## src/rtl/fetch_buffer_pkg.sv

```systemverilog
// Shared widths, the FIFO entry layout and the PC increment helper for the
// instruction-fetch front end.
package fetch_buffer_pkg;

    localparam int PC_W            = 16;
    localparam int WADDR_W         = 15;
    localparam int MEM_LAT_DEFAULT = 2;

    typedef struct packed {
        logic [PC_W-1:0] pc;
        logic [PC_W-1:0] inst;
    } fetch_entry_t;

    // Next sequential halfword-aligned PC; 16'hFFFE rolls over to 16'h0000.
    function automatic logic [PC_W-1:0] pc_inc(input logic [PC_W-1:0] pc);
        return (pc & 16'hFFFE) + 16'd2;
    endfunction

endpackage

```

## src/rtl/fetch_buffer_if.sv

```systemverilog
// Valid/ready link from the fetch buffer to decode. The fetch side is the
// master and drives the word; decode is the slave and drives ready.
interface fetch_buffer_if;
    import fetch_buffer_pkg::*;

    logic            out_valid;
    logic            out_ready;
    logic [PC_W-1:0] out_inst;
    logic [PC_W-1:0] out_pc;

    modport master (output out_valid, output out_inst, output out_pc, input out_ready);
    modport slave  (input out_valid, input out_inst, input out_pc, output out_ready);

endinterface

```

## src/rtl/fetch_buffer_fifo.sv

```systemverilog
// Synchronous DEPTH-entry FIFO of {pc, inst} records with a first-word view.
// Flush beats push and pop. Written generically so it can also back a load queue.
module fetch_buffer_fifo
    import fetch_buffer_pkg::*;
#(
    parameter int DEPTH = 4,
    parameter int CNT_W = $clog2(DEPTH) + 1
) (
    input  logic         clk,
    input  logic         rst_n,
    input  logic         push,
    input  logic         pop,
    input  logic         flush,
    input  fetch_entry_t wdata,
    output fetch_entry_t head,
    output logic [CNT_W-1:0] count,
    output logic         empty
);

    localparam int PTR_W = $clog2(DEPTH);

    fetch_entry_t     mem_r [DEPTH];
    logic [PTR_W-1:0] wr_ptr_r;
    logic [PTR_W-1:0] rd_ptr_r;
    logic [CNT_W-1:0] count_r;
    logic             push_s;
    logic             pop_s;

    // A push into a full FIFO or a pop from an empty one is ignored.
    assign push_s = push & (count_r != CNT_W'(DEPTH));
    assign pop_s  = pop & (count_r != '0);
    assign head   = mem_r[rd_ptr_r];
    assign count  = count_r;
    assign empty  = (count_r == '0);

    // Storage, pointers and occupancy; reset also clears the storage so the head reads zero.
    always_ff @(posedge clk) begin
        if (!rst_n) begin
            wr_ptr_r <= '0;
            rd_ptr_r <= '0;
            count_r  <= '0;
            for (int i = 0; i < DEPTH; i++) begin
                mem_r[i] <= '0;
            end
        end else if (flush) begin
            wr_ptr_r <= '0;
            rd_ptr_r <= '0;
            count_r  <= '0;
        end else begin
            if (push_s) begin
                mem_r[wr_ptr_r] <= wdata;
                wr_ptr_r        <= wr_ptr_r + PTR_W'(1);
            end
            if (pop_s) begin
                rd_ptr_r <= rd_ptr_r + PTR_W'(1);
            end
            case ({push_s, pop_s})
                2'b10:   count_r <= count_r + CNT_W'(1);
                2'b01:   count_r <= count_r - CNT_W'(1);
                default: count_r <= count_r;
            endcase
        end
    end

endmodule

```

## src/rtl/fetch_buffer.sv

```systemverilog
// Sequential instruction fetch: streams word addresses into a fixed-latency
// memory with no stall, tracks in-flight reads and queues returns for decode.
module fetch_buffer
    import fetch_buffer_pkg::*;
#(
    parameter int              DEPTH    = 4,
    parameter int              MEM_LAT  = MEM_LAT_DEFAULT,
    parameter logic [PC_W-1:0] RESET_PC = 16'h0000
) (
    input  logic               clk,
    input  logic               rst_n,
    input  logic               redirect_valid,
    input  logic [PC_W-1:0]    redirect_pc,
    output logic [WADDR_W-1:0] mem_raddr,
    input  logic [PC_W-1:0]    mem_rdata,
    fetch_buffer_if.master     dec_if
);

    localparam int CNT_W = $clog2(DEPTH) + 1;
    localparam int IFL_W = $clog2(MEM_LAT + 1);
    localparam int SUM_W = $clog2(DEPTH + MEM_LAT + 1);

    logic [PC_W-1:0]  fetch_pc_r;
    logic [MEM_LAT-1:0] sr_valid_r;
    logic [PC_W-1:0]  sr_pc_r [MEM_LAT];
    logic [IFL_W-1:0] inflight_s;
    logic [CNT_W-1:0] fifo_count_s;
    logic             fifo_empty_s;
    logic             issue_s;
    logic             push_s;
    logic             pop_s;
    fetch_entry_t     push_entry_s;
    fetch_entry_t     head_s;

    // Number of reads currently travelling through the memory pipeline.
    always_comb begin
        inflight_s = '0;
        for (int i = 0; i < MEM_LAT; i++) begin
            inflight_s = inflight_s + IFL_W'(sr_valid_r[i]);
        end
    end

    // Credit check ignores a same-cycle pop: a read may only start if its
    // return slot is already guaranteed, since the memory cannot be stalled.
    assign issue_s = rst_n & ~redirect_valid &
                     ((SUM_W'(fifo_count_s) + SUM_W'(inflight_s)) < SUM_W'(DEPTH));

    assign mem_raddr = fetch_pc_r[PC_W-1:1];
    assign push_s    = sr_valid_r[MEM_LAT-1];
    assign pop_s     = dec_if.out_valid & dec_if.out_ready;

    // Pair the returning word with the PC that requested it.
    always_comb begin
        push_entry_s      = '0;
        push_entry_s.pc   = sr_pc_r[MEM_LAT-1];
        push_entry_s.inst = mem_rdata;
    end

    // Fetch PC and the in-flight valid/PC shift register; redirect clears every valid.
    always_ff @(posedge clk) begin
        if (!rst_n) begin
            fetch_pc_r <= RESET_PC & 16'hFFFE;
            sr_valid_r <= '0;
            for (int i = 0; i < MEM_LAT; i++) begin
                sr_pc_r[i] <= '0;
            end
        end else begin
            sr_valid_r[0] <= issue_s;
            sr_pc_r[0]    <= fetch_pc_r;
            for (int i = 1; i < MEM_LAT; i++) begin
                sr_valid_r[i] <= sr_valid_r[i-1] & ~redirect_valid;
                sr_pc_r[i]    <= sr_pc_r[i-1];
            end
            if (redirect_valid) begin
                fetch_pc_r <= redirect_pc & 16'hFFFE;
            end else if (issue_s) begin
                fetch_pc_r <= pc_inc(fetch_pc_r);
            end else begin
                fetch_pc_r <= fetch_pc_r;
            end
        end
    end

    fetch_buffer_fifo #(
        .DEPTH (DEPTH),
        .CNT_W (CNT_W)
    ) u_fifo (
        .clk   (clk),
        .rst_n (rst_n),
        .push  (push_s),
        .pop   (pop_s),
        .flush (redirect_valid),
        .wdata (push_entry_s),
        .head  (head_s),
        .count (fifo_count_s),
        .empty (fifo_empty_s)
    );

    assign dec_if.out_valid = ~fifo_empty_s;
    assign dec_if.out_inst  = head_s.inst;
    assign dec_if.out_pc    = head_s.pc;

endmodule

```

## src/flat_wrapper.sv

```systemverilog
// flat-port wrapper written by rule: the top's interface ports become plain ports
module fetch_buffer_flat import fetch_buffer_pkg::*;
#(
    parameter int              DEPTH    = 4,
    parameter int              MEM_LAT  = MEM_LAT_DEFAULT,
    parameter logic [PC_W-1:0] RESET_PC = 16'h0000
)
  (clk, rst_n, redirect_valid, redirect_pc, mem_raddr, mem_rdata, dec_if_out_valid, dec_if_out_inst, dec_if_out_pc, dec_if_out_ready);
  fetch_buffer_if dec_if_i ();
  input  logic clk;
  input  logic rst_n;
  input  logic redirect_valid;
  input  logic [PC_W-1:0] redirect_pc;
  output logic [WADDR_W-1:0] mem_raddr;
  input  logic [PC_W-1:0] mem_rdata;
  output wire logic [$bits(dec_if_i.out_valid)-1:0] dec_if_out_valid;
  output wire logic [$bits(dec_if_i.out_inst)-1:0] dec_if_out_inst;
  output wire logic [$bits(dec_if_i.out_pc)-1:0] dec_if_out_pc;
  input wire logic [$bits(dec_if_i.out_ready)-1:0] dec_if_out_ready;
  assign dec_if_out_valid = dec_if_i.out_valid;
  assign dec_if_out_inst = dec_if_i.out_inst;
  assign dec_if_out_pc = dec_if_i.out_pc;
  assign dec_if_i.out_ready = dec_if_out_ready;
  fetch_buffer #(.DEPTH(DEPTH), .MEM_LAT(MEM_LAT), .RESET_PC(RESET_PC)) u_core (.clk(clk), .rst_n(rst_n), .redirect_valid(redirect_valid), .redirect_pc(redirect_pc), .mem_raddr(mem_raddr), .mem_rdata(mem_rdata), .dec_if(dec_if_i));
endmodule
```

## config.mk

```make
export PLATFORM = sky130hd
export DESIGN_NAME = fetch_buffer_flat
export DESIGN_NICKNAME = d
export VERILOG_FILES = /design/src/rtl/fetch_buffer_pkg.sv /design/src/rtl/fetch_buffer_if.sv /design/src/rtl/fetch_buffer_fifo.sv /design/src/rtl/fetch_buffer.sv /design/src/flat_wrapper.sv
export SDC_FILE = /design/constraint.sdc
export NUM_CORES = 1
export LEC_CHECK = 0
export ABC_AREA = 0
export CAP_MARGIN = 5
export CORE_AREA = 2 2 160 131
export DETAILED_ROUTE_END_ITERATION = 7
export DIE_AREA = 0 0 162 133
export SYNTH_ARGS = -nofsm -noshare
export SYNTH_HDL_FRONTEND = slang
export SYNTH_SLANG_ARGS = --single-unit
```

## constraint.sdc

```tcl
create_clock -name clk -period 4.3 [get_ports clk]
set_clock_uncertainty 0.1 [all_clocks]
set_input_delay 0.86 -clock clk [delete_from_list [all_inputs] [get_ports clk]]
set_output_delay 0.86 -clock clk [all_outputs]
set_load 0.005 [all_outputs]
```

==> results of run 1 <==
==> critical path: cells and delay by family (launching register included) <==
kind,cells,cell delay [ns]
flops,1,0.76
buf+inv,2,0.74
mux,1,0.55
==> placed cells by master (no fill, tap or decap), drive strengths merged, types with 2 or more instances in the layout <==
cell type      instances
a311oi                 2
nand2                 10
nand3                  9
or4                    6
o31ai                  6
inv                    5
a21oi                  4
buf                   13
ha                     3
edfxtp               124
and4                   2
mux4                  31
and3                   3
a31oi                 12
and2                 154
clkinv                 2
nor2                  10
clkbuf                27
dfxtp                 56
o21ai                 21
bufinv                 2
nor3                   2
xnor2                  2
clkdlybuf4s50         81
nand4                  2
nand2b                 3
or3                    6
xor2                   6
==> per-layer routing <==
metal,vias to the layer above,GRT usage [%]
met1,2241,20.58
met2,117,26.31
met3,21,4.044
met5,-,0
li1,2084,-
met4,0,4.916
==> area by class of cell <==
type                    instances  area, um^2
repair buffers                 94       933.4
clock inverters                 4       73.82
clock buffers                  27       493.0
multi-input cells             310        2497
flip-flops and latches        180        4846
fillers                      1811       10910
well taps                     269       336.6
inverters                       5       18.77
==> cells by family after synthesis <==
family                   after synthesis  synth area share, %
AND/OR/NAND/NOR                      213                17.39
AO/OA/AOI/OAI                         53                4.539
flip-flops                           180                64.86
adder cells (fa/ha/maj)                4               0.7706
other                                  1              0.05020
XOR/XNOR                               8               0.9381
buffers and inverters                 35                2.111
multiplexers                          31                9.347
==> flip-flops by register name, summed over array words and instances (netlist names), named ones only <==
name and count:
u_core.fetch_pc_r 15, u_core.u_fifo.rd_ptr_r 2, u_core.sr_valid_r 2, u_core.u_fifo.wr_ptr_r 2, u_core.sr_pc_r 30, u_core.u_fifo.mem_r 124
u_core.u_fifo.count 3
==> report_power, final <==
group	leakage (uW)	internal [uW]	total (uW)	switching (uW)
clock	0.000276	901	1510	608
sequential	0.00174	1910	1950	36.1
combinational	0.00122	105	193	87.6
==> path summary, 6_finish.rpt <==
check,to,cells after the start
worst max-delay path,dec_if_out_pc[3],3
worst min-delay path,u_core.sr_pc_r[0][19],1
worst max register to register,u_core.u_fifo.count[2],8
worst min register to register,u_core.sr_pc_r[0][19],1
==> stage by stage <==
stage | utilization (%) | cells | cell area (um^2) | hold WS [ns]
floorplan | - | 525 | 7470 | 0.3119
global placement | 42.92 | 858 | 8632 | 0.3220
detailed placement | 42.92 | 858 | 8632 | 0.3217
CTS | 45.74 | 889 | 9199 | 0.3365
global route | 45.74 | 889 | 9199 | 0.3493
finish | 45.74 | 889 | 9199 | 0.3346
==> qor.csv, run 1 <==
metric,value,unit
status,"complete, no violations",
ranking of synthesized cells by area,"edfxtp_1, dfxtp_1, and2_1",
crit path time final,3.446,ns
fraction of layout cells with a size suffix above 1,13.71,%
slew of the pin with the lowest slew margin,0.6751,ns
"EDFF count, synth",124,
Die Area,21550,um^2
top-count cell post-synth,and2_1,
CTS buffer count,17,
hold path startpoint,u_core.sr_pc_r[0][3],
LEAKAGE,0.003239,uW
worst path required time,3.34,ns
Yosys warning total,0,
CTS Hold Buffers Added,0,
Pwr per Cell Area,396.5,nW/um^2
clock buffer depth,2,
largest area contributor in the netlist,edfxtp_1,
area share of the largest cell type after synthesis,49.85,%
initial antenna violation count,0,
Gate Count Post-Synth,525,
critical path arrival,2.49,ns
final setup fails,0,
All-Layer GR Usage,15.87,%
Clock Tree Root,clkbuf_16,
fmax,290.2,MHz
Setup crit start kind,register,
grt total ovfl,0,
Die Y,133,um
CTS tree,done,
"Critical Path, Cell by Cell","buf_12, mux4_2, clkdlybuf4s50_1",
Setup TNS,0,ns
DR WL/cell,18.21,um
Vias per Instance,5.020,
area grow syn2layout,23.15,%
Slew Limit Fails,0,
GPL Wtd Cong,0.7505,
setup ws final,0.8541,ns
H-tree depth,4,
Post-CTS Resized,0,
pre-CTS WS,0.9927,ns
Rows,47,
ANT cells,0,
via count,4463,
syn_nets,565,
Slew headroom,55.00,%
DRC Markers,0,
Top Ports,84,
Initial Util,37.14,%
reg2reg start,u_core.u_fifo.count[2],
Port Buffers,81,
max-cap violations,0,
met2 wire length,8.073,mm
syn avg cell area,14.23,um^2
sequential cell area fraction in the yosys report,64.86,%
First-pass DRT Iterations,4,
Worst-path clk slew,0.06,ns
list of most frequent post-synthesis cells,"and2_1, edfxtp_1, dfxtp_1",
"Max FO, Critical Path",16,
max layer used,met4,
Tot Pwr,3647,uW
R2R setup slack,1.75,ns
Hold Crit Class,reg -> reg,
vias in the first global route,4721,
pin count of the biggest net entering global routing,51,
"flops & latches, synth",180,
core box area,20110,um^2
main flop type after synthesis,edfxtp_1,
detailed router's first-iteration violation count,281,
Crit. End Element,primary output,
clock sinks,180,
Metal-1 WL,7.172,mm
DR WL met3,743,um
maximum vdd drop,0.2531,mV
worst-skew pair later-pin latency,0.42,ns
Post-layout nets,648,
cell area after synthesis,7470,um^2
setup bufs post-CTS,0,
Fin. Hold Viols,0,
async set-reset flop share out of synthesis,0,%
DP Wirelength,9.569,mm
DRT Wirelength,16.19,mm
Routed Antenna Nets,0,
Die Span X,162,um
synth unique cells,47,
first-pass GRT wire length,25.80,mm
Worst path max stage delay,0.76,ns
Worst Setup Path Type,reg -> out,
RSZ-0062 raised after global routing,no,
crit share post-route,80.14,%
CP max-delay cell,dfxtp_2,
No activity file was read; power rests on OpenSTA's default activity.
==> run 2, diff against run 1 <==
clock period = 3 ns   (was 4.3 ns; I/O delays follow)
==> run 2 against run 1 <==
Net effect: die area did not move; clock power rose by 40%; global-route usage fell by 0.85 points; critical path depth did not move; final area rose by 1.3%; routed wire length fell by 3.9%; highest routed layer unchanged; utilization rose by 0.57 points; final cell count rose by 1.0%; sequential share of layout area fell by 0.61 points; total power rose by 42%.
==> qor.csv, run 2 (synthesis results as in run 1) <==
metric,value,unit,change
hold path startpoint,u_core.sr_pc_r[0][6],,was u_core.sr_pc_r[0][3]
worst path required time,2.30,ns,was 3.34 ns
CTS Hold Buffers Added,0,,unchanged
biggest regs,"u_core.u_fifo.mem_r x124, u_core.sr_pc_r x30, u_core.fetch_pc_r x15",,unchanged
First-pass DRT Iterations,4,,unchanged
Worst-path clk slew,0.06,ns,about the same
DP Wirelength,9.636,mm,was 9.569 mm
crit path time final,2.822,ns,
Pwr per Cell Area,556.3,nW/um^2,was 396.5 nW/um^2
status,"complete, no violations",,unchanged
Largest Register,u_core.u_fifo.mem_r,,unchanged
Routed Antenna Nets,0,,unchanged
CTS buffer count,17,,unchanged
maximum vdd drop,0.3732,mV,was 0.2531 mV
fraction of layout cells with a size suffix above 1,15.90,%,was 13.71%
Setup crit start kind,register,,unchanged
Die Span X,162,um,unchanged
All-Layer GR Usage,15.03,%,was 15.87%
post-route insts no fill,898,,was 889
Die Y,133,um,unchanged
"commonest non-fill, non-tap cell in the layout",and2_1,,unchanged
Rows,47,,unchanged
# fillers,1793,,"was 1,811"
most frequent cells in the layout,"and2_1, edfxtp_1, clkdlybuf4s50_1",,unchanged
Placed Cells,866,,was 858
core box area,20110,um^2,unchanged
DRC Markers,0,,unchanged
max-cap violations,0,,unchanged
final setup fails,0,,unchanged
Crit. End Element,primary output,,unchanged
slew of the pin with the lowest slew margin,0.5033,ns,was 0.6751 ns
setup bufs post-CTS,0,,unchanged
GPL Wtd Cong,0.7889,,was 0.7505
vias in the first global route,4629,,"was 4,721"
critical path arrival,2.12,ns,was 2.49 ns
grt total ovfl,0,,unchanged
Post-layout nets,656,,was 648
Slew headroom,66.32,%,was 55.00%
clock buffer depth,2,,unchanged
reg2reg start,u_core.u_fifo.count[2],,unchanged
detailed router's first-iteration violation count,291,,was 281
crit share post-route,94.08,%,
clock sinks,180,,unchanged
Clock Tree Root,clkbuf_16,,unchanged
RR Endpoint,u_core.u_fifo.count[2],,unchanged
Hold Crit Class,reg -> reg,,unchanged
Fin. Hold Viols,0,,unchanged
Top Ports,84,,unchanged
Worst Hold Depth,1,,unchanged
Initial Util,37.14,%,unchanged
worst r2r path cells,8,,unchanged
"Max FO, Critical Path",11,,was 16
pin count of the biggest net entering global routing,50,,was 51
Port Buffers,81,,unchanged
hold endpoint,u_core.sr_pc_r[0][22],,was u_core.sr_pc_r[0][19]
worst-skew pair later-pin latency,0.41,ns,was 0.42 ns
via count,4358,,"was 4,463"
DR WL/cell,17.33,um,was 18.21 um
fmax,354.3,MHz,
RSZ-0062 raised after global routing,no,,unchanged
area grow syn2layout,24.69,%,was 23.15%
LEAKAGE,0.003311,uW,was 0.003239 uW
Die Area,21550,um^2,unchanged
DRT Wirelength,15.56,mm,was 16.19 mm
R2R setup slack,0.52,ns,was 1.75 ns
Largest register FFs,124,,unchanged
Vias per Instance,4.853,,was 5.020
initial antenna violation count,0,,unchanged
Slew Limit Fails,0,,unchanged
Setup TNS,0,ns,unchanged
first-pass GRT wire length,24.55,mm,was 25.80 mm
H-tree depth,4,,unchanged
ANT cells,0,,unchanged
Worst Setup Path Type,reg -> out,,unchanged
CTS tree,done,,unchanged
==> run 2: metrics by stage <==
stage                     hold slack (ns)  utilization, %  cell area (um^2)  setup slack (ns)  power [uW]
final                              0.3407           46.31              9314            0.1777        5181
after global routing               0.3598           46.31              9314           0.09279        5372
after CTS                          0.3417           46.30              9311           0.03365        5244
after detailed placement           0.3261           43.47              8743            0.3426        3133
after global placement             0.3219           43.47              8743            0.3747        3125
after floorplan                    0.3119               -              7470           0.02037        2941
==> run 2: routing by layer <==
metal,track usage (%),vias to the layer above,wire [um],part of all wire [%]
met3,4.013,10,539,3.5
met1,18.48,2166,6764,43
met2,25.67,81,8117,52
met5,0,-,0,0
met4,5.162,0,140,0.90
li1,-,2101,-,-
==> run 2: worst max-delay path by stage <==
stage | from | depth (start not counted) | slack, ns | end
3_5_place_dp | dec_if_out_ready | 8 | 0.34 | u_core.u_fifo.count[2]
3_3_place_gp | dec_if_out_ready | 8 | 0.37 | u_core.u_fifo.count[2]
6_report | register | 3 | 0.18 | dec_if_out_pc[14]
5_1_grt | register | 3 | 0.09 | dec_if_out_pc[14]
2_1_floorplan | redirect_valid | 4 | 0.02 | u_core.u_fifo.mem_r[3][0]
4_1_cts | register | 3 | 0.03 | dec_if_out_pc[1]
==> run 2: power breakdown <==
| part | leakage, uW | switching, uW | total [uW] | internal (uW) |
|---|---|---|---|---|
| clock network | 0.000291 | 867 | 2110 | 1240 |
| logic | 0.00128 | 131 | 291 | 161 |
| registers | 0.00174 | 45.7 | 2780 | 2740 |
| total | 0.00331 | 1040 | 5180 | 4140 |
==> run 2: layout make-up <==
| class | instances | area [um^2] | area share, % |
|---|---|---|---|
| Multi-Input combinational cell | 310 | 2497 | 26.81 |
| Timing Repair Buffer | 102 | 1044 | 11.20 |
| Clock inverter | 9 | 75.07 | 0.8060 |
| Tap cell | 269 | 336.6 | 3.614 |
| Sequential cell | 180 | 4850 | 52.07 |
| Clock buffer | 23 | 493.0 | 5.293 |
| Inverter | 5 | 18.77 | 0.2015 |
==> run 2: repair_timing <==
action	CTS	global route
resized for setup	0	1
endpoints found under the setup margin	0	4
hold endpoints to repair	0	0
==> run 2: worst max-delay path, stage by stage (launching register included) <==
cell	delay [ns]
dfxtp_4	0.47
buf_12	0.19
mux4_2	0.56
clkdlybuf4s50_1	0.48
==> run 3, diff against run 2 <==
CORE_AREA = 2 2 167 136   (was 2 2 160 131)
DIE_AREA = 0 0 169 138   (was 0 0 162 133)
==> run 3 against run 2 <==
Net effect: sequential power about the same; total power up 2.0%; critical path depth unchanged; routed wire length up 3.0%; hold slack worse by 0.0093 ns; final area down 0.21%; combinational power down 2%; clock-buffer cell count down 4; register-to-register slack worse by 0.04 ns; critical endpoint is now dec_if_out_pc[6]; largest cell class unchanged; largest power group unchanged.
==> qor.csv, run 3 (synthesis results as in run 1) <==
metric,value,unit,change
status,"complete, no violations",,unchanged
Internal,4200,uW,was 4138 uW
Rows,49,,was 47
first-pass GRT wire length,25.74,mm,was 24.55 mm
Routed Antenna Nets,0,,unchanged
Port Buffers,81,,unchanged
Worst-path clk slew,0.06,ns,about the same
initial antenna violation count,0,,unchanged
pre-CTS WS,0.3420,ns,was 0.3426 ns
setup bufs post-CTS,0,,unchanged
combinational power share,5.4,%,was 5.6%
max-cap violations,0,,unchanged
Final Core Density,42.34,%,was 46.31%
CTS tree,done,,unchanged
Top Family by Delay on Critical Path,buffers and inverters,,unchanged
clock sinks,180,,unchanged
Reg power frac,52.7,%,was 53.7%
DP Wirelength,9.785,mm,was 9.636 mm
CTS Hold Buffers Added,0,,unchanged
fmax,362.7,MHz,was 354.3 MHz
final setup fails,0,,unchanged
Setup TNS,0,ns,unchanged
Hold Crit Class,reg -> reg,,unchanged
most frequent cells in the layout,"and2_1, edfxtp_1, clkdlybuf4s50_1",,unchanged
DR WL/cell,17.70,um,was 17.33 um
Die Area,23320,um^2,"was 21,550 um^2"
Die Span X,169,um,was 162 um
RSZ-0062 raised after global routing,no,,unchanged
fraction of layout cells with a size suffix above 1,15.04,%,was 15.90%
CTS buffer count,17,,unchanged
Post-layout nets,652,,was 656
clock group share of total power,41.9,%,was 40.7%
"commonest non-fill, non-tap cell in the layout",and2_1,,unchanged
via count,4491,,"was 4,358"
DRC Markers,0,,unchanged
"Buf+Inv Stages, Crit Path",2,,unchanged
Die Y,138,um,was 133 um
"Critical Path, Cell by Cell","buf_4, mux4_2, clkdlybuf4s50_1",,"was buf_12, mux4_2, clkdlybuf4s50_1"
vias in the first global route,4655,,"was 4,629"
# fillers,1974,,"was 1,793"
core box area,21950,um^2,"was 20,110 um^2"
switching power,1086,uW,was 1043 uW
slew of the pin with the lowest slew margin,0.5676,ns,was 0.5033 ns
Sw Ratio,20.55,%,was 20.13%
H-tree depth,4,,unchanged
Placed Cells,873,,was 866
Post-CTS Resized,0,,unchanged
Top Ports,84,,unchanged
worst path required time,2.30,ns,about the same
GPL Wtd Cong,0.7730,,was 0.7889
critical path arrival,2.06,ns,was 2.12 ns
ANT cells,0,,unchanged
Worst path max stage delay,0.58,ns,was 0.56 ns
detailed router's first-iteration violation count,282,,was 291
pin count of the biggest net entering global routing,51,,was 50
Vias per Instance,4.962,,was 4.853
"Max FO, Critical Path",9,,was 11
Slew Limit Fails,0,,unchanged
Crit. End Element,primary output,,unchanged
biggest regs,"u_core.u_fifo.mem_r x124, u_core.sr_pc_r x30, u_core.fetch_pc_r x15",,unchanged
setup ws final,0.2431,ns,was 0.1777 ns
First-pass DRT Iterations,4,,unchanged
Worst Setup Path Type,reg -> out,,unchanged
Slew headroom,62.16,%,was 66.32%
Largest Register,u_core.u_fifo.mem_r,,unchanged
crit share post-route,91.90,%,was 94.08%
Setup crit start kind,register,,unchanged
All-Layer GR Usage,14.44,%,was 15.03%
Fin. Hold Viols,0,,unchanged
post-route insts no fill,905,,was 898
crit path time final,2.757,ns,was 2.822 ns
LEAKAGE,0.003270,uW,was 0.003311 uW
Largest register FFs,124,,unchanged
clock buffer depth,2,,unchanged
DRT Wirelength,16.02,mm,was 15.56 mm
maximum vdd drop,0.3299,mV,was 0.3732 mV
grt total ovfl,0,,unchanged
worst-skew pair later-pin latency,0.42,ns,was 0.41 ns
Initial Util,34.03,%,was 37.14%
Pwr per Cell Area,568.7,nW/um^2,was 556.3 nW/um^2
CP max-delay cell,mux4_2,,unchanged
Clock Tree Root,clkbuf_16,,unchanged
area grow syn2layout,24.42,%,was 24.69%
[run 3: final timing paths]
path	from	endpoint	slack, ns	depth (start not counted)
setup reg to reg	u_core.u_fifo.count[2]	u_core.u_fifo.count[2]	0.48	8
setup / recovery	register	dec_if_out_pc[6]	0.24	3
hold / removal	u_core.sr_pc_r[0][5]	u_core.sr_pc_r[0][21]	0.33	1
hold reg to reg	u_core.sr_pc_r[0][5]	u_core.sr_pc_r[0][21]	0.33	1
[run 3: layer usage]
metal / vias up / track usage, % / wire length (um)
met3: 14 / 3.235 / 690
li1: 2097 / - / -
met4: 0 / 4.543 / 190
met2: 98 / 23.84 / 8044
met1: 2282 / 19.07 / 7098
met5: - / 0 / 0
[run 3: power groups by stage]
stage / registers, uW / logic (uW) / clock network, uW
3_3_place_gp: 2840 / 286 / 0
3_5_place_dp: 2840 / 290 / 0
6_report: 2790 / 285 / 2210
2_1_floorplan: 2820 / 117 / 0
5_1_grt: 2800 / 310 / 2350
4_1_cts: 2790 / 291 / 2250
[run 3: layout make-up]
cell class | instances | area [um^2] | area share (%)
Sequential cell | 180 | 4846 | 52.14
Multi-Input combinational cell | 310 | 2497 | 26.87
Timing Repair Buffer | 98 | 988.4 | 10.64
Clock buffer | 19 | 432.9 | 4.658
Tap cell | 280 | 350.3 | 3.770
Clock inverter | 13 | 160.2 | 1.723
Inverter | 5 | 18.77 | 0.2019
[run 3: per-stage QoR]
step	hold WS [ns]	instance area, um^2	power [uW]
finish	0.3314	9294	5286
global route	0.3542	9294	5459
CTS	0.3318	9294	5332
detailed placement	0.3191	8701	3132
global placement	0.3200	8701	3121
floorplan	0.3119	7470	2941
[run 3: worst reg2reg max path: stages (launching register included)]
cell and delay [ns]:
dfxtp_1 0.43, or3b_2 0.50, nand2_1 0.17, ha_1 0.21
inv_1 0.06, fa_1 0.37, xor2_1 0.16, or3_1 0.32
a21oi_1 0.14
